`config.mk`:
```
export PLATFORM = sky130hd
export DESIGN_NAME = custom_axi_ip_regs
export DESIGN_NICKNAME = d
export VERILOG_FILES = /design/src/rtl/custom_axi_ip_pkg.sv /design/src/rtl/custom_axi_ip_regs.sv
export SDC_FILE = /design/constraint.sdc
export NUM_CORES = 1
export LEC_CHECK = 0
export CAP_MARGIN = 20
export CORE_ASPECT_RATIO = 0.9
export CORE_MARGIN = 8
export CORE_UTILIZATION = 40
export CTS_CLUSTER_DIAMETER = 100
export CTS_CLUSTER_SIZE = 25
export DETAILED_ROUTE_END_ITERATION = 12
export PLACE_DENSITY_LB_ADDON = 0.05
export SETUP_SLACK_MARGIN = 0.4
export SLEW_MARGIN = 20
export SYNTH_ARGS = -nofsm -noshare
export SYNTH_HDL_FRONTEND = slang
export SYNTH_SLANG_ARGS = --single-unit
```
`constraint.sdc`:
```
create_clock -name clk_i -period 3.79 [get_ports clk_i]
set_input_delay 0.758 -clock clk_i [delete_from_list [all_inputs] [get_ports clk_i]]
set_output_delay 0.758 -clock clk_i [all_outputs]
set_load 0.03 [all_outputs]
```
`src/rtl/custom_axi_ip_pkg.sv`:
```
// custom_axi_ip_pkg: core status encoding, register map offsets, bit positions and AXI response codes
package custom_axi_ip_pkg;

    typedef enum logic [1:0] {
        ST_IDLE  = 2'd0,
        ST_BUSY  = 2'd1,
        ST_DONE  = 2'd2,
        ST_ERROR = 2'd3
    } status_e;

    // word offsets, decoded from addr[3:2]
    localparam logic [1:0] CTRL_OFF    = 2'd0;
    localparam logic [1:0] DATA_IN_OFF = 2'd1;
    localparam logic [1:0] STATUS_OFF  = 2'd2;
    localparam logic [1:0] RESULT_OFF  = 2'd3;

    localparam int CTRL_START_BIT  = 0;
    localparam int CTRL_IRQ_EN_BIT = 1;
    localparam int STAT_DONE_BIT   = 2;
    localparam int STAT_REJECT_BIT = 3;
    localparam int STAT_ERR_BIT    = 4;

    localparam logic [1:0] RESP_OKAY   = 2'b00;
    localparam logic [1:0] RESP_SLVERR = 2'b10;

endpackage

```
`src/rtl/custom_axi_ip_regs.sv`:
```
// custom_axi_ip_regs: AXI4-Lite register block that starts the custom core, tracks its status and latches its result
module custom_axi_ip_regs
    import custom_axi_ip_pkg::*;
#(
    parameter int ADDR_WIDTH = 4,
    parameter int DATA_WIDTH = 32
) (
    input  logic                    clk_i,
    input  logic                    rst_ni,
    input  logic [ADDR_WIDTH-1:0]   s_axil_awaddr,
    input  logic                    s_axil_awvalid,
    output logic                    s_axil_awready,
    input  logic [DATA_WIDTH-1:0]   s_axil_wdata,
    input  logic [DATA_WIDTH/8-1:0] s_axil_wstrb,
    input  logic                    s_axil_wvalid,
    output logic                    s_axil_wready,
    output logic [1:0]              s_axil_bresp,
    output logic                    s_axil_bvalid,
    input  logic                    s_axil_bready,
    input  logic [ADDR_WIDTH-1:0]   s_axil_araddr,
    input  logic                    s_axil_arvalid,
    output logic                    s_axil_arready,
    output logic [DATA_WIDTH-1:0]   s_axil_rdata,
    output logic [1:0]              s_axil_rresp,
    output logic                    s_axil_rvalid,
    input  logic                    s_axil_rready,
    output logic [31:0]             hw_data_o,
    output logic                    hw_enable_o,
    input  logic [31:0]             hw_data_i,
    input  status_e                 hw_status_i,
    output logic                    irq_o
);

    logic                    aw_held_q, aw_held_d, w_held_q, w_held_d;
    logic [ADDR_WIDTH-1:0]   aw_addr_q, aw_addr_d;
    logic [DATA_WIDTH-1:0]   w_data_q, w_data_d;
    logic [DATA_WIDTH/8-1:0] w_strb_q, w_strb_d;
    logic                    awready_q, awready_d, wready_q, wready_d, bvalid_q, bvalid_d;
    logic [1:0]              bresp_q, bresp_d, rresp_q, rresp_d;
    logic                    arready_q, arready_d, rvalid_q, rvalid_d;
    logic [DATA_WIDTH-1:0]   rdata_q, rdata_d, rd_word;
    logic [31:0]             data_in_q, data_in_d, result_q, result_d;
    logic                    irq_en_q, irq_en_d, done_q, done_d, reject_q, reject_d;
    logic                    err_q, err_d, enable_q, enable_d, irq_q, irq_d;
    status_e                 prev_status_q;
    logic                    aw_hs, w_hs, b_hs, ar_hs, r_hs, wr_commit, wr_ok, rd_ok;
    logic                    wr_ctrl, wr_data_in, wr_status, start_req, w1c_en, done_set, err_set;
    logic                    unused_addr_bits;

    assign unused_addr_bits = ^{aw_addr_q[1:0], s_axil_araddr[1:0]};

    always_comb begin
        aw_hs      = s_axil_awvalid && awready_q;
        w_hs       = s_axil_wvalid && wready_q;
        b_hs       = bvalid_q && s_axil_bready;
        ar_hs      = s_axil_arvalid && arready_q;
        r_hs       = rvalid_q && s_axil_rready;
        wr_commit  = aw_held_q && w_held_q && !bvalid_q;
        wr_ok      = (aw_addr_q >> 4) == '0;
        rd_ok      = (s_axil_araddr >> 4) == '0;
        wr_ctrl    = wr_commit && wr_ok && aw_addr_q[3:2] == CTRL_OFF;
        wr_data_in = wr_commit && wr_ok && aw_addr_q[3:2] == DATA_IN_OFF;
        wr_status  = wr_commit && wr_ok && aw_addr_q[3:2] == STATUS_OFF;
        start_req  = wr_ctrl && w_strb_q[0] && w_data_q[CTRL_START_BIT];
        w1c_en     = wr_status && w_strb_q[0];
        done_set   = prev_status_q == ST_DONE && hw_status_i != ST_DONE;
        err_set    = hw_status_i == ST_ERROR && prev_status_q != ST_ERROR;
        aw_held_d  = b_hs ? 1'b0 : aw_hs ? 1'b1 : aw_held_q;
        aw_addr_d  = aw_hs ? s_axil_awaddr : aw_addr_q;
        w_held_d   = b_hs ? 1'b0 : w_hs ? 1'b1 : w_held_q;
        w_data_d   = w_hs ? s_axil_wdata : w_data_q;
        w_strb_d   = w_hs ? s_axil_wstrb : w_strb_q;
        bvalid_d   = wr_commit ? 1'b1 : b_hs ? 1'b0 : bvalid_q;
        bresp_d    = wr_commit ? (wr_ok ? RESP_OKAY : RESP_SLVERR) : bresp_q;
        // readies are registered so they sit low throughout reset
        awready_d  = !aw_held_d && !bvalid_d;
        wready_d   = !w_held_d && !bvalid_d;
        rvalid_d   = ar_hs ? 1'b1 : r_hs ? 1'b0 : rvalid_q;
        arready_d  = !rvalid_d;
        rd_word    = s_axil_araddr[3:2] == CTRL_OFF    ? {{(DATA_WIDTH-2){1'b0}}, irq_en_q, 1'b0} :
                     s_axil_araddr[3:2] == DATA_IN_OFF ? data_in_q :
                     s_axil_araddr[3:2] == STATUS_OFF  ? {{(DATA_WIDTH-5){1'b0}}, err_q, reject_q, done_q, hw_status_i} :
                                                         result_q;
        rdata_d    = ar_hs ? (rd_ok ? rd_word : '0) : rdata_q;
        rresp_d    = ar_hs ? (rd_ok ? RESP_OKAY : RESP_SLVERR) : rresp_q;
        data_in_d  = data_in_q;
        for (int b = 0; b < DATA_WIDTH/8; b++)
            data_in_d[8*b +: 8] = wr_data_in && w_strb_q[b] ? w_data_q[8*b +: 8] : data_in_q[8*b +: 8];
        irq_en_d   = wr_ctrl && w_strb_q[0] ? w_data_q[CTRL_IRQ_EN_BIT] : irq_en_q;
        enable_d   = start_req && hw_status_i == ST_IDLE;
        // hardware set takes priority over a simultaneous software clear
        reject_d   = (start_req && hw_status_i != ST_IDLE) || (reject_q && !(w1c_en && w_data_q[STAT_REJECT_BIT]));
        done_d     = done_set || (done_q && !(w1c_en && w_data_q[STAT_DONE_BIT]));
        err_d      = err_set || (err_q && !(w1c_en && w_data_q[STAT_ERR_BIT]));
        result_d   = done_set ? hw_data_i : result_q;
        irq_d      = irq_en_q && (done_q || err_q);
    end

    always_ff @(posedge clk_i or negedge rst_ni) begin
        if (!rst_ni) begin
            aw_held_q     <= 1'b0;
            aw_addr_q     <= '0;
            w_held_q      <= 1'b0;
            w_data_q      <= '0;
            w_strb_q      <= '0;
            awready_q     <= 1'b0;
            wready_q      <= 1'b0;
            bvalid_q      <= 1'b0;
            bresp_q       <= RESP_OKAY;
            arready_q     <= 1'b0;
            rvalid_q      <= 1'b0;
            rdata_q       <= '0;
            rresp_q       <= RESP_OKAY;
            data_in_q     <= '0;
            result_q      <= '0;
            irq_en_q      <= 1'b0;
            done_q        <= 1'b0;
            reject_q      <= 1'b0;
            err_q         <= 1'b0;
            enable_q      <= 1'b0;
            irq_q         <= 1'b0;
            prev_status_q <= ST_IDLE;
        end else begin
            aw_held_q     <= aw_held_d;
            aw_addr_q     <= aw_addr_d;
            w_held_q      <= w_held_d;
            w_data_q      <= w_data_d;
            w_strb_q      <= w_strb_d;
            awready_q     <= awready_d;
            wready_q      <= wready_d;
            bvalid_q      <= bvalid_d;
            bresp_q       <= bresp_d;
            arready_q     <= arready_d;
            rvalid_q      <= rvalid_d;
            rdata_q       <= rdata_d;
            rresp_q       <= rresp_d;
            data_in_q     <= data_in_d;
            result_q      <= result_d;
            irq_en_q      <= irq_en_d;
            done_q        <= done_d;
            reject_q      <= reject_d;
            err_q         <= err_d;
            enable_q      <= enable_d;
            irq_q         <= irq_d;
            prev_status_q <= hw_status_i;
        end
    end

    assign s_axil_awready = awready_q;
    assign s_axil_wready  = wready_q;
    assign s_axil_bvalid  = bvalid_q;
    assign s_axil_bresp   = bresp_q;
    assign s_axil_arready = arready_q;
    assign s_axil_rvalid  = rvalid_q;
    assign s_axil_rdata   = rdata_q;
    assign s_axil_rresp   = rresp_q;
    assign hw_data_o      = data_in_q;
    assign hw_enable_o    = enable_q;
    assign irq_o          = irq_q;

endmodule

```
==> metrics.yaml <==
pwr:
  vdd_drop_max_mv: 0.464
  power_density_nw_per_um2: 784
  p_leak_nw: 3.64
  total_power_mw: 6.60
synthesis:
  synth_warnings: 0
  synth_commonest_cells: "dfrtp_1, mux2_2, nand2_1"
  ys_seq_area_share_pct: 61.2
  synth_most_common_cell: "dfrtp_1"
  synth_area_leaders: "dfrtp_1, mux2_2, mux2_4"
  async_flop_share_pct: 100
  yosys.cell_types.count: 30
  synth_area_sq_um: 6100
  yosysTopAreaCell: "dfrtp_1"
  synth_edf_count: 0
  synthFlopType: "dfrtp_1"
  synth_cells: 413
  synth_top_area_share_pct: 61.2
  synth-seq-cells: 149
  syn_avg_cell_area_sq_um: 14.8
drt:
  dr.pass1.iters: 4
  antenna_left: 0
  dr_total_vias: 3792
  via_per_inst: 4.85
  route.detailed.drc: 0
  wl_per_cell_microns: 18.7
  dr.first_iter.drc_count: 178
  wl_microns: 14600
worst_setup_path:
  crit_buf_inv: 2
  setup.worst_path.end_class: "flip-flop"
  required_ns: 4.08
  worstPathMaxFanout: 25
  crit_type: "input pin to flip-flop"
  cp_slowest_cell: "nor3b_4"
  cp_top_family: "buffers and inverters"
  slowest_delay_ns: 0.54
  crit_chain: "clkdlybuf4s50_1, nor2b_1, nor3b_4, buf_12, mux2_2"
  worst_setup_path_start_kind: "input pin"
  worstPathArrival_ns: 2.69
cts:
  cts_setup_buffers: 0
  cts_sinks: 149
  cts_hold_buf: 0
  clk_pin_slew_worst_paths_ns: 0.06
  cts.root.buffer_cell: "clkbuf_16"
  clock_latency_ns: 0.41
  cts_buffer_depth: 2
  cts_resized: 0
  cts_tree: "done"
  htree_levels: 4
  cts_buffers: 17
sta:
  setup_viol: 0
  rsz0062_at_grt: "false"
  finClkSkew_ns: 0.00564
  worst_slack_ns: 1.39
  final.period_utilization_pct: 63.2
  tns_ns: 0
  slew_viol_final: 0
  finalCriticalPeriod_ns: 2.40
  max_freq_mhz: 417
  hold_viol: 0
  slew_headroom_pct: 55.7
  tightest_slew_ns: 0.665
  whs_ns: 0.325
placement:
  placed_cells: 751
  place_congestion: 0.744
  place_hpwl_microns: 10300
  port-buffer-count: 151
  dp_slack_ns: 0.944
  placed_cell_area_sq_um: 7780
final_layout:
  final_nets: 657
  ff_latch_area_sq_um: 3730
  final_cell_area_sq_um: 8410
  fill_cells: 1224
  postLayoutCoreUtil_pct: 56.8
  drive_gt1_share_pct: 26.9
  instances_no_fill: 782
  syn_to_final_growth_pct: 38.0
  antenna_cells: 0
  multi_input_area_sq_um: 2200
global_route:
  grt_pass1_vias: 4207
  grt.total_usage_pct: 15.8
  grt_pass1_wl_microns: 24000
  grt_max_degree: 64
  gr-total-overflow: 0
  antenna_found_initial: 0
hold_path:
  hold_class: "input pin to async pin"
floorplanning:
  die_w_microns: 146
  die_area_sq_um: 19500
  start_util_pct: 41.1
  core_area_sq_um: 14800
  die_y_microns: 133
  io_pins: 160
  num_rows: 42
flow_run:
  maxCapViolCount: 0
outcome:
  status: "complete, no violations"
-- logic make-up (layout without fill, tap and decap cells) --
family                 Yosys count  after routing  synth area share (%)
AOI/OAI and AO/OA               44             44                  4.08
buffers and inverters           26            194                  3.00
DFF                            149            149                  61.2
muxes                          137            137                  26.9
other                            1              4                0.0615
and+or+nand+nor                 56             56                  4.80
-- layout by cell type (no fill, tap or decap), types with 2 or more instances in the layout --
master           synthesis  layout
a21oi_1                  2       2
a22oi_1                  4       4
and3_4                   4       4
buf_4                    7       9
bufinv_16                0       5
clkbuf_16                0      17
clkbuf_8                 0       2
clkdlybuf4s50_1          0     149
clkinv_2                 0       6
conb_1                   1       4
dfrtp_1                149     149
inv_1                    2       2
mux2_1                   2       2
mux2_2                  74      74
mux2_4                  32      32
mux2i_1                 28      28
nand2_1                 37      37
nand3_1                  5       5
nor2_1                   2       2
nor2b_1                  3       3
o21a_1                   2       2
o21ai_0                 32      32
-- worst paths after layout --
path / startpoint / endpoint / slack (ns) / cells after the start
min in group clk_i: s_axil_rdata[25] / s_axil_rdata[25] / 0.47 / 2
min: rst_ni / s_axil_rdata[7] / 0.33 / 1
min reg2reg: s_axil_rdata[25] / s_axil_rdata[25] / 0.47 / 2
max in group asynchronous: rst_ni / w_data_q[19] / 2.60 / 2
max: hw_status_i[1] / result_q[13] / 1.39 / 5
max reg2reg: prev_status_q[0] / result_q[13] / 2.06 / 3
-- report_power, final --
part	internal, mW	switching, mW	leakage [nW]
Clock	1.19	0.623	0.319
Sequential	2.17	0.400	1.83
Combinational	1.16	1.06	1.49
-- flip-flops by register name, indices dropped and copies added, names as in the netlist, 2 cells and up --
name,count
result_q,32
hw_data_o,32
w_data_q,32
w_strb_q,4
prev_status_q,2
aw_addr_q,2
s_axil_rdata,32
-- cell type report --
class | count | area share, %
clock buffers | 20 | 5.43
clock inverters | 11 | 2.14
inverters | 2 | 0.0892
multi-input cells | 241 | 26.1
flip-flops and latches | 149 | 44.3
well taps | 198 | 2.94
repair buffers | 161 | 19.0
-- per-layer routing --
layer  track usage, %  wire length, microns  vias up
li1                 -                     -     1772
met1             21.0                  6980     1904
met2             23.5                  6660      103
met3             5.96                   845       13
met4             4.63                   148        0
met5                0                     0        -
Note: power is estimated with default switching activity, not from simulation.
